File: src/rtl/dsi_lanes_distributor_pkg.sv
// Shared DSI distributor definitions: lane limits, byte-count widths, FSM encoding.
// No logic; imported by the distributor top and its byte buffer.
// No backpressure (package only).
package dsi_lanes_distributor_pkg;

    localparam int DSI_LANES_MAX = 4;
    localparam int DSI_BYTES_W   = 3;
    localparam int DSI_CNT_W     = 4;
    localparam int DSI_BUF_BYTES = 8;

    localparam logic [DSI_CNT_W-1:0] DSI_WORD_BYTES = DSI_CNT_W'(4);

    typedef enum logic [1:0] {
        ST_IDLE   = 2'd0,
        ST_ACTIVE = 2'd1,
        ST_DRAIN  = 2'd2
    } dsi_state_e;

    // Bytes to drain in DRAIN: whatever is left, capped at the lane count.
    function automatic logic [DSI_BYTES_W-1:0] dsi_min_bytes(
        input logic [DSI_CNT_W-1:0]   cnt,
        input logic [DSI_BYTES_W-1:0] n
    );
        if (cnt < {1'b0, n}) begin
            return cnt[DSI_BYTES_W-1:0];
        end
        return n;
    endfunction

endpackage

File: src/rtl/dsi_byte_buffer.sv
// 8-byte elastic shift buffer: drains from position 0, appends at the fill level.
// Zero latency: head_o/cnt_o reflect the registered contents.
// No flow control of its own; the caller keeps (cnt - drain) <= 4 before appending.
module dsi_byte_buffer
    import dsi_lanes_distributor_pkg::*;
#(
    parameter int BUF_BYTES = DSI_BUF_BYTES
) (
    input  logic                   clk,
    input  logic                   rst_n,
    input  logic                   append_vld_i,
    input  logic [31:0]            append_dat_i,
    input  logic [DSI_BYTES_W-1:0] append_n_i,
    input  logic [DSI_BYTES_W-1:0] drain_n_i,
    output logic [DSI_CNT_W-1:0]   cnt_o,
    output logic [31:0]            head_o
);

    localparam int AW = 3;

    if (BUF_BYTES != 8) begin : g_bad_depth
        $error("dsi_byte_buffer: BUF_BYTES must be 8");
    end

    logic [7:0]           mem_q [BUF_BYTES];
    logic [7:0]           mem_d [BUF_BYTES];
    logic [DSI_CNT_W-1:0] cnt_q, cnt_d;
    logic [DSI_CNT_W-1:0] rem, src, dst;

    always_comb begin
        rem   = cnt_q - {1'b0, drain_n_i};
        src   = '0;
        dst   = '0;
        for (int k = 0; k < BUF_BYTES; k++) begin
            mem_d[k] = 8'h00;
            src      = DSI_CNT_W'(k) + {1'b0, drain_n_i};
            if (!src[AW]) begin
                mem_d[k] = mem_q[src[AW-1:0]];
            end
        end
        // Append lands on top of the already-shifted contents.
        if (append_vld_i) begin
            for (int j = 0; j < 4; j++) begin
                dst = rem + DSI_CNT_W'(j);
                if ((DSI_BYTES_W'(j) < append_n_i) && !dst[AW]) begin
                    mem_d[dst[AW-1:0]] = append_dat_i[8*j +: 8];
                end
            end
        end
        cnt_d = append_vld_i ? (rem + {1'b0, append_n_i}) : rem;
    end

    always_ff @(posedge clk or negedge rst_n) begin
        if (!rst_n) begin
            cnt_q <= '0;
            for (int k = 0; k < BUF_BYTES; k++) begin
                mem_q[k] <= 8'h00;
            end
        end else begin
            cnt_q <= cnt_d;
            for (int k = 0; k < BUF_BYTES; k++) begin
                mem_q[k] <= mem_d[k];
            end
        end
    end

    assign cnt_o  = cnt_q;
    assign head_o = {mem_q[3], mem_q[2], mem_q[1], mem_q[0]};

endmodule

File: src/rtl/dsi_lanes_distributor.sv
// Splits a gap-free 32-bit byte stream across 1..4 DSI lanes; DSI_DISTR_STATS_EN adds burst_count.
// One cycle from drain decision to registered lane_data/lane_valid.
// data_read only when the buffer has room; a burst never stalls, starvation sets sticky underflow.
module dsi_lanes_distributor
    import dsi_lanes_distributor_pkg::*;
#(
    parameter int LANES_MAX = DSI_LANES_MAX,
    parameter int BUF_BYTES = DSI_BUF_BYTES
) (
    input  logic                   clk,
    input  logic                   reset_n,
    input  logic [1:0]             lanes_number,
    input  logic [31:0]            data_in,
    input  logic [2:0]             data_bytes,
    input  logic                   data_last,
    input  logic                   data_valid,
    output logic                   data_read,
    input  logic                   lanes_ready,
    output logic [8*LANES_MAX-1:0] lane_data,
    output logic [LANES_MAX-1:0]   lane_valid,
    output logic                   hs_active,
    output logic                   underflow,
`ifdef DSI_DISTR_STATS_EN
    output logic [15:0]            burst_count,
`endif
    input  logic                   clear_underflow
);

    if (LANES_MAX < 1 || LANES_MAX > DSI_LANES_MAX) begin : g_bad_lanes
        $error("dsi_lanes_distributor: LANES_MAX must be 1..4");
    end

    dsi_state_e             state_q, state_d;
    logic [DSI_BYTES_W-1:0] n_q, n_d, n_sel, drain_n;
    logic [DSI_CNT_W-1:0]   cnt, cnt_left;
    logic [31:0]            head;
    logic                   underflow_set, burst_end;

    logic [8*LANES_MAX-1:0] lane_data_q, lane_data_d;
    logic [LANES_MAX-1:0]   lane_valid_q, lane_valid_d;
    logic                   hs_q, hs_d, uf_q, uf_d, end_q;

    dsi_byte_buffer #(
        .BUF_BYTES (BUF_BYTES)
    ) u_buf (
        .clk          (clk),
        .rst_n        (reset_n),
        .append_vld_i (data_read),
        .append_dat_i (data_in),
        .append_n_i   (data_bytes),
        .drain_n_i    (drain_n),
        .cnt_o        (cnt),
        .head_o       (head)
    );

    always_comb begin
        n_sel = {1'b0, lanes_number} + 3'd1;
        if (n_sel > DSI_BYTES_W'(LANES_MAX)) begin
            n_sel = DSI_BYTES_W'(LANES_MAX);
        end
    end

    always_comb begin
        drain_n       = '0;
        underflow_set = 1'b0;
        burst_end     = 1'b0;
        state_d       = state_q;
        n_d           = n_q;

        case (state_q)
            ST_ACTIVE: begin
                if (lanes_ready) begin
                    if (cnt >= {1'b0, n_q}) begin
                        drain_n = n_q;
                    end else begin
                        underflow_set = 1'b1;
                    end
                end
            end
            ST_DRAIN: begin
                if (lanes_ready) begin
                    drain_n = dsi_min_bytes(cnt, n_q);
                end
            end
            default: ;
        endcase

        cnt_left  = cnt - {1'b0, drain_n};
        data_read = data_valid && (cnt_left <= DSI_WORD_BYTES) && (state_q != ST_DRAIN);

        case (state_q)
            ST_IDLE: begin
                if (data_read) begin
                    n_d     = n_sel;
                    state_d = data_last ? ST_DRAIN : ST_ACTIVE;
                end
            end
            ST_ACTIVE: begin
                if (data_read && data_last) begin
                    state_d = ST_DRAIN;
                end
            end
            ST_DRAIN: begin
                if (cnt_left == '0) begin
                    state_d   = ST_IDLE;
                    burst_end = 1'b1;
                end
            end
            default: state_d = ST_IDLE;
        endcase
    end

    always_comb begin
        for (int i = 0; i < LANES_MAX; i++) begin
            lane_valid_d[i]       = DSI_BYTES_W'(i) < drain_n;
            lane_data_d[8*i +: 8] = lane_valid_d[i] ? head[8*i +: 8] : 8'h00;
        end
        // hs_active stays up through the final DRAIN output cycle, then drops.
        hs_d = (drain_n != '0) || (hs_q && !end_q);
        uf_d = clear_underflow ? 1'b0 : (uf_q || underflow_set);
    end

    always_ff @(posedge clk or negedge reset_n) begin
        if (!reset_n) begin
            state_q      <= ST_IDLE;
            n_q          <= '0;
            lane_data_q  <= '0;
            lane_valid_q <= '0;
            hs_q         <= 1'b0;
            uf_q         <= 1'b0;
            end_q        <= 1'b0;
        end else begin
            state_q      <= state_d;
            n_q          <= n_d;
            lane_data_q  <= lane_data_d;
            lane_valid_q <= lane_valid_d;
            hs_q         <= hs_d;
            uf_q         <= uf_d;
            end_q        <= burst_end;
        end
    end

    assign lane_data  = lane_data_q;
    assign lane_valid = lane_valid_q;
    assign hs_active  = hs_q;
    assign underflow  = uf_q;

`ifdef DSI_DISTR_STATS_EN
    logic [15:0] burst_cnt_q;

    always_ff @(posedge clk or negedge reset_n) begin
        if (!reset_n) begin
            burst_cnt_q <= '0;
        end else if (burst_end && (burst_cnt_q != 16'hFFFF)) begin
            burst_cnt_q <= burst_cnt_q + 16'd1;
        end
    end

    assign burst_count = burst_cnt_q;
`endif

endmodule

File: config.mk
export PLATFORM = sky130hd
export DESIGN_NAME = dsi_lanes_distributor
export DESIGN_NICKNAME = d
export VERILOG_FILES = /design/src/rtl/dsi_lanes_distributor_pkg.sv /design/src/rtl/dsi_byte_buffer.sv /design/src/rtl/dsi_lanes_distributor.sv
export SDC_FILE = /design/constraint.sdc
export NUM_CORES = 1
export LEC_CHECK = 0
export CORE_ASPECT_RATIO = 1.25
export CORE_MARGIN = 8
export CORE_UTILIZATION = 50
export DETAILED_ROUTE_END_ITERATION = 7
export PLACE_DENSITY = 0.81
export SYNTH_ARGS = -nofsm -noshare
export SYNTH_HDL_FRONTEND = slang
export SYNTH_SLANG_ARGS = --single-unit
File: constraint.sdc
create_clock -name clk -period 9.88 [get_ports clk]
set_clock_uncertainty 0.1 [all_clocks]
set_input_delay 2.964 -clock clk [delete_from_list [all_inputs] [get_ports clk]]
set_output_delay 2.964 -clock clk [all_outputs]
set_load 0.02 [all_outputs]
# After elaboration in Yosys (flattened, before gate mapping)
# Cells that the tools add are included.
[classes] n_addsub=13 order_cmp=28 n_eq_ne=6 muxes=77 bitwise_logic=12 reduce_logical=24
[ops] operator="two-way mux 64 bit" n=8
[ops] operator="bitwise mux 64 bit" n=4
[ops] operator="two-way mux 8 bit" n=31
[ops] operator="binary-select mux 8 bit (select 3 bit)" n=8
[ops] operator="demux 8 bit (select 3 bit)" n=4
[ops] operator=">= comparator 4 bit, second input constant" n=12
[ops] operator="NOT 3 -> 4 bit" n=12
[ops] operator="two-way mux 3 bit" n=6
[ops] operator="adder 3 x 3 -> 4 bit, first input constant" n=4
[ops] operator="less-than comparator 4 x 1 -> 1 bit, second input constant" n=4
[ops] operator="logical AND 1 bit" n=12
[ops] operator="less-than comparator 1 x 3 -> 1 bit, first input constant" n=4
[ops] operator="less-than comparator 2 x 3 -> 1 bit, first input constant" n=4
[ops] operator="two-way mux 1 bit" n=9
[ops] operator="adder 2 x 3 -> 4 bit, first input constant" n=2
[ops] operator="adder 4 x 2 -> 4 bit, second input constant" n=2
[ops] operator="two-way mux 2 bit" n=4
[ops] operator="!= test 2 bit, second input constant" n=3
[ops] operator="case mux 2 bit (3 select lines)" n=1
[ops] operator="case mux 3 bit (2 select lines)" n=1
[ops] operator="zero test 1 bit" n=5
[ops] operator="adder 1 x 3 -> 4 bit, first input constant" n=1
[ops] operator="adder 4 x 1 -> 4 bit, second input constant" n=1
[ops] operator="adder 4 x 3 -> 4 bit" n=1
[ops] operator="other kinds (16)" n=17
[totals] regBits=112 in_bits=43 out_inout_bits=39 word_cells=176

# Longest topological paths before layout
# Gate-level depths: netlist of run 1.
[logic_depth] ltp_word=25 mapped_depth=22 depth_no_buf=17

# Modules after synthesis
# Synthesis of run 1 repeated with hierarchy kept, for this count alone.
[hier_totals] hier_cells=1313 area_unflattened_um2=11116.9
[modules_own_cells] mod="dsi_byte_buffer" n_inst=1 cells_each=1141 area_per_inst_um2=9113.7 seq_area_each_um2=1701.6
[modules_own_cells] mod="dsi_lanes_distributor" n_inst=1 cells_each=172 area_per_inst_um2=2003.2 seq_area_each_um2=1101.1

# Worst setup path before layout of run 1
# No wires, ideal clock.
[synth_path] kind="input-to-output" start="input lanes_ready" end="output data_read" t_arrival_ps=6500 required_ps=6816 slack_ps=316 stages=16 path_buffers=7 path_cell_list="buf_2 > nand2_1 > nor4_1 > a211o_1 > buf_2 > inv_2 > buf_2 > clkbuf_1 > ha_1 > and3b_1 > nor3_4 > or3_1 > clkbuf_1 > inv_1 > buf_1 > clkbuf_1"
[synth_between] elab_chain_cells=6 word_cells_on_any_way=7 cone_classes="1 x add/sub; 1 x order compare; 3 x mux; 2 x reduce/logical"
[synth_rtl] element="start: declaration" line="dsi_lanes_distributor.sv:18" rtl="input logic lanes_ready,"
[synth_rtl] element="two-way mux 3 bit (on tied branches)" line="dsi_lanes_distributor.sv:81, dsi_lanes_distributor.sv:72"
[synth_rtl] element="case mux 3 bit (2 select lines) *" line="dsi_lanes_distributor.sv:70" rtl="case (state_q)"
[synth_rtl] element="subtractor 4 x 3 -> 4 bit *" line="dsi_lanes_distributor.sv:88" rtl="cnt_left = cnt - {1'b0, drain_n};"
[synth_rtl] element="<= comparator 4 x 3 -> 1 bit *" line="dsi_lanes_distributor.sv:89" rtl="data_read = data_valid && (cnt_left <= DSI_WORD_BYTES) && (state_q != ST_DRAIN);"
[synth_rtl] element="logical AND 1 bit * (2 in a row)" line="dsi_lanes_distributor.sv:89"
[synth_rtl] element="end: declaration" line="dsi_lanes_distributor.sv:17" rtl="output logic data_read,"
# Every way passes the cells marked *; elsewhere a longest branch is shown, timed or not.

# Worst setup path after layout of run 1
# Same ends and word-level chain as after synthesis.

==> results of run 1 <==
==> layout by cell type (no fill, tap or decap), types with 7 or more instances in the layout <==
cell,netlist,final
o21a_1,11,11
o2111ai_1,10,10
dfrtp_1,112,112
a222oi_1,13,13
or3_1,15,15
nand4_1,7,7
nor2_1,60,60
nand3_1,36,36
mux2i_1,118,118
a221oi_1,10,10
a22oi_1,50,50
a31oi_1,15,15
a21bo_2,8,8
a2111oi_0,14,14
clkbuf_16,0,9
a32oi_1,8,8
nor3_1,34,34
ha_1,23,23
buf_4,3,30
o211ai_1,18,18
a21oi_1,44,44
a211oi_1,30,30
clkdlybuf4s50_1,0,80
mux4_2,12,12
and2_1,26,26
inv_1,45,45
nor4_1,16,15
o21ai_0,41,41
o21ai_1,13,13
o221ai_1,40,40
o22ai_1,21,21
o221a_2,7,7
o32ai_1,8,8
and3_1,10,10
nand2_1,53,53
==> path summary, 6_finish.rpt <==
kind	from	end	slack [ns]	cells after the start
worst max-delay path	lanes_ready	data_read	0.52	11
worst min-delay path	underflow	underflow	0.42	2
worst max register to register	n_q[2]	u_buf.head_o[23]	3.95	17
worst min register to register	underflow	underflow	0.42	2
max in group asynchronous	reset_n	u_buf.head_o[12]	5.93	2
min in group asynchronous	reset_n	u_buf.cnt_o[2]	2.58	1
==> per-stage QoR <==
stage          hold WS [ns]  instances  utilization  setup WS, ns  power [mW]
2_1_floorplan         0.392       1140            -         0.316        3.01
3_3_place_gp          0.379       1422        0.552         0.642        4.04
3_5_place_dp          0.402       1422        0.552         0.551        4.04
4_1_cts               0.423       1437        0.567         0.548        4.43
5_1_grt               0.464       1437        0.567         0.347        4.79
6_report              0.417       1437        0.567         0.524        4.59
==> cells by family (layout without fill, tap and decap cells) <==
family	after synthesis	in the layout
adder cells (fa/ha/maj)	25	25
XOR/XNOR	4	4
buffers and inverters	149	176
flip-flops	112	112
AO/OA/AOI/OAI	422	422
AND/OR/NAND/NOR	295	295
multiplexers	133	133
==> layer usage <==
layer	vias to the layer above	part of all wire
li1	4560	-
met1	5122	0.40
met2	879	0.43
met3	184	0.12
met4	0	0.049
met5	-	0
==> layout make-up <==
cell class,instances,share of cell area
multi-input cells,879,0.587
well taps,270,0.0300
flip-flops and latches,112,0.249
inverters,51,0.0170
clock buffers,9,0.0200
repair buffers,110,0.0910
clock inverters,6,0.00688
==> registers in the layout, summed over array words and instances (netlist names) <==
signal        cells
hs_active         1
end_q             1
state_q           2
n_q               3
underflow         1
u_buf.mem_q      32
u_buf.head_o     32
u_buf.cnt_o       4
lane_data        32
lane_valid        4
==> critical path: cells and delay by family <==
family | cells | cell delay, ns
adder cells (fa/ha/maj) | 1 | 0.35
buffers and inverters | 4 | 1.46
AND/OR/NAND/NOR | 6 | 1.52
==> power by group <==
| part | switching, mW | internal (mW) | total [mW] |
|---|---|---|---|
| registers | 0.160 | 0.621 | 0.781 |
| logic | 2.25 | 1.18 | 3.42 |
| clock network | 0.186 | 0.200 | 0.386 |
==> metrics.cfg, run 1 <==
[clock_network]
htree_levels = 3
cts.repair.resized = 0
cts_root_buf = clkbuf_16
cts_tree = built
cts_hold_buf = 0
path_clk_slew_ns = 0.07
clk_latency_ns = 0.37
cts-buffers-inserted = 9
clock_sinks = 112
clock_path_buffers = 2
cts_setup_buffers = 0

[floorplanning]
start_util = 0.503
core_region_area_um2 = 19900
ioPinCount = 82
rows = 58
die_w_um = 142
dieArea_um2 = 24800
die_y_um = 174

[timing]
tightest_slew_ns = 1.13
max_freq_ghz = 0.107
period_minus_slack_ns = 9.36
tns_ns = 0
finalSetupViolations = 0
hold_viol = 0
timing.final.crit_share = 0.947
relSlewSlack = 0.247
rsz0062_at_grt = false
slew_viol_final = 0

[global_route]
grt.busiest_layer = met2
grt_pass1_vias = 10100
grt_first_pass_wirelength_um = 63000
met3_usage = 0.0722
met1_usage = 0.454
grt_use_met2 = 0.494
grt-ovfl-total = 0
track_usage = 0.335
grt_max_degree = 62
antenna_found_initial = 0

[synth]
synth_top_area_frac = 0.280
synth_most_common_cell = mux2i_1
synth_top_flop_cell = dfrtp_1
ys_top_cells_by_count = 118 x mux2i_1, 112 x dfrtp_1, 60 x nor2_1
ys_seq_area_frac = 0.280
synth_mux_area_frac = 0.149
syn_nets = 1208
synth_top_family_by_area = compound AO/OA/AOI/OAI gates
synth_fa_ha_area_frac = 0.0328
synth_area_leaders = dfrtp_1 28%, mux2i_1 12%, a22oi_1 3.8%
syn_area_um2 = 10000
postSynth.asyncResetShare = 1.00
synth_xor_area_frac = 0.00350
synth_edf_count = 0
synth_warnings = 0
synthCells = 1140
synth_top_cell_by_area = dfrtp_1
synth_compound_area_frac = 0.318
synth_simple_gate_area_frac = 0.158
ys_seq_elements = 112
ys_types = 84
synth.avg_cell_area_um2 = 8.77

[finish]
fin_nets = 1231
fillers = 1855
multi_input_area_um2 = 6620
fin_area_um2 = 11300
area_growth_pct = 12.8
regArea_um2 = 2800
insertedDiodeCount = 0
drive_above_1_share = 0.0925

[route]
wl_um = 42100
vias = 10700
firstDrtPassIters = 8
post_drt_wl_per_cell_um = 29.3
drt_iter0_markers = 1809
drc = 5
viasPerCell = 7.48
antenna_left = 0

[pwr]
leakagePower_nw = 4.44
powerDensity_nw_per_um2 = 407
ir_drop_mv = 0.208

[worst_hold_path]
min_path_type = register to register

[job]
maxCapViolations = 0

[outcome]
violations = design-rule violations
outcome = finished, violations left

[critical_path]
crit_chain = clkdlybuf4s50_1, nand2_1, or3_1, nand2_1, inv_2, ha_1, and3b_1, nor3_4, or3_1, inv_1, clkdlybuf4s50_1
critPathRequiredTime_ns = 6.82
cp-start-kind = input pin
end_kind = primary output
setup.worst_path.class = input pin to primary output
crit_slowest_cell = clkdlybuf4s50_1
arrival_ns = 6.29
crit_fanout = 12
critPathMaxStageDelay_ns = 0.72

[placed_design]
portBuffers = 81
gp_congestion = 1.01
dp.final_hpwl_um = 30800
place_area_um2 = 11000

Power figures use the tool's default switching activity.
==> inputs of run 2 (changes only) <==
--- a/config.mk
+++ b/config.mk
@@ -10,6 +10,7 @@
 export CORE_UTILIZATION = 50
 export DETAILED_ROUTE_END_ITERATION = 7
 export PLACE_DENSITY = 0.81
+export RECOVER_POWER = 100
 export SYNTH_ARGS = -nofsm -noshare
 export SYNTH_HDL_FRONTEND = slang
 export SYNTH_SLANG_ARGS = --single-unit
==> metrics.cfg, run 2 (synthesized netlist as in run 1, its figures left out) <==
[outcome]
outcome = finished, violations left
violations = design-rule violations, max-capacitance violations, max-slew violations

[clock_network]
clk_latency_ns = 0.37  ; about the same
cts-buffers-inserted = 9  ; unchanged
cts_setup_buffers = 0  ; unchanged
cts_hold_buf = 0  ; unchanged
cts_tree = built
cts.repair.resized = 0  ; unchanged
clock_sinks = 112  ; unchanged
path_clk_slew_ns = 0.07  ; about the same
htree_levels = 3  ; unchanged
clock_path_buffers = 2  ; unchanged
cts_root_buf = clkbuf_16

[finish]
final_util = 0.563  ; -0.00440
drive_above_1_share = 0.0771  ; -0.0154
fin_nets = 1231  ; unchanged
final_common_cell = mux2i_1
area_growth_pct = 11.9
fin_area_um2 = 11200  ; -0.78%
insertedDiodeCount = 0  ; unchanged
final_cell_mix = 118 x mux2i_1, 112 x dfrtp_1, 61 x nor2_1

[floorplanning]
die_w_um = 142  ; unchanged
rows = 58  ; unchanged
ioPinCount = 82  ; unchanged
core_region_area_um2 = 19900  ; unchanged
start_util = 0.503  ; unchanged
dieArea_um2 = 24800  ; unchanged
die_y_um = 174  ; unchanged

[placed_design]
place_area_um2 = 11000  ; unchanged
portBuffers = 81  ; unchanged
dp.final_hpwl_um = 30800  ; unchanged
gp_congestion = 1.01  ; unchanged

[job]
maxCapViolations = 5  ; +5

[route]
drt_iter0_markers = 1777  ; -1.8%
wl_um = 42100  ; -0.10%
drc = 11  ; +6
antenna_left = 0  ; unchanged
vias = 10800  ; +0.17%
firstDrtPassIters = 8  ; unchanged
post_drt_wl_per_cell_um = 29.3  ; -0.10%
viasPerCell = 7.49  ; +0.17%

[critical_path]
critPathRequiredTime_ns = 6.82  ; about the same
setup.worst_path.class = input pin to primary output
arrival_ns = 6.41  ; +0.12 ns
end_kind = primary output
cp-start-kind = input pin
crit_fanout = 12  ; unchanged

[global_route]
grt-ovfl-total = 0  ; unchanged
grt_first_pass_wirelength_um = 63000  ; unchanged
antenna_found_initial = 0  ; unchanged
grt_max_degree = 62  ; unchanged
track_usage = 0.335  ; unchanged
grt_pass1_vias = 10100  ; unchanged

[timing]
hold_viol = 0  ; unchanged
period_minus_slack_ns = 9.48  ; +0.122 ns
tightest_slew_ns = 3.37  ; +2.24 ns
max_freq_ghz = 0.106  ; -1.3%
slew_viol_final = 255  ; +255
tns_ns = 0  ; unchanged
timing.final.crit_share = 0.959  ; +0.0123
finalSetupViolations = 0  ; unchanged
relSlewSlack = -1.24  ; -1.49
rsz0062_at_grt = false

[pwr]
ir_drop_mv = 0.206  ; -0.65%
powerDensity_nw_per_um2 = 406  ; -0.21%
leakagePower_nw = 4.51  ; +1.5%

[worst_hold_path]
min_path_type = register to register

[run 2: worst max-delay path, cell delays in order]
cell	delay, ns
dlygate4sd3_1	0.79
nand2_1	0.16
nor4_1	0.37
a211o_1	0.29
fa_1	0.48
ha_1	0.23
o21ai_0	0.24
or3_1	0.18
inv_1	0.05
dlygate4sd3_1	0.64
[run 2: cell type report]
type	instances	area, µm²
Tap cell	270	338
Multi-Input combinational cell	879	6560
Fill cell	1871	8700
Clock inverter	6	77.6
Inverter	51	191
Sequential cell	112	2800
Timing Repair Buffer	110	992
Clock buffer	9	225
[run 2: worst paths after layout]
kind	from	to	slack (ns)	cells past startpoint
max	lanes_ready	data_read	0.40	10
min	underflow	underflow	0.42	2
max reg2reg	n_q[2]	u_buf.mem_q[3]	2.58	15
min reg2reg	underflow	underflow	0.42	2
max in group asynchronous	reset_n	u_buf.head_o[13]	2.23	2
min in group asynchronous	reset_n	u_buf.cnt_o[3]	3.62	1
[run 2: metal layers]
layer  part of all wire  global-route usage
met1               0.39               0.454
met2               0.43               0.494
met3               0.13              0.0722
met4              0.050               0.164
met5                  0                   0
[run 2: stage by stage]
step | setup WS (ns) | instances | total power, mW | hold slack, ns
floorplan | 0.316 | 1140 | 3.01 | 0.392
global placement | 0.642 | 1422 | 4.04 | 0.379
detailed placement | 0.551 | 1422 | 4.04 | 0.402
CTS | 0.548 | 1437 | 4.43 | 0.423
global route | 0.192 | 1437 | 4.74 | 0.464
finish | 0.403 | 1437 | 4.54 | 0.419
[run 2: power by group]
part	switching, mW	internal (mW)	leakage (nW)
registers	0.157	0.622	1.47
logic	2.23	1.15	2.89
clock network	0.189	0.200	0.146
total	2.57	1.97	4.51
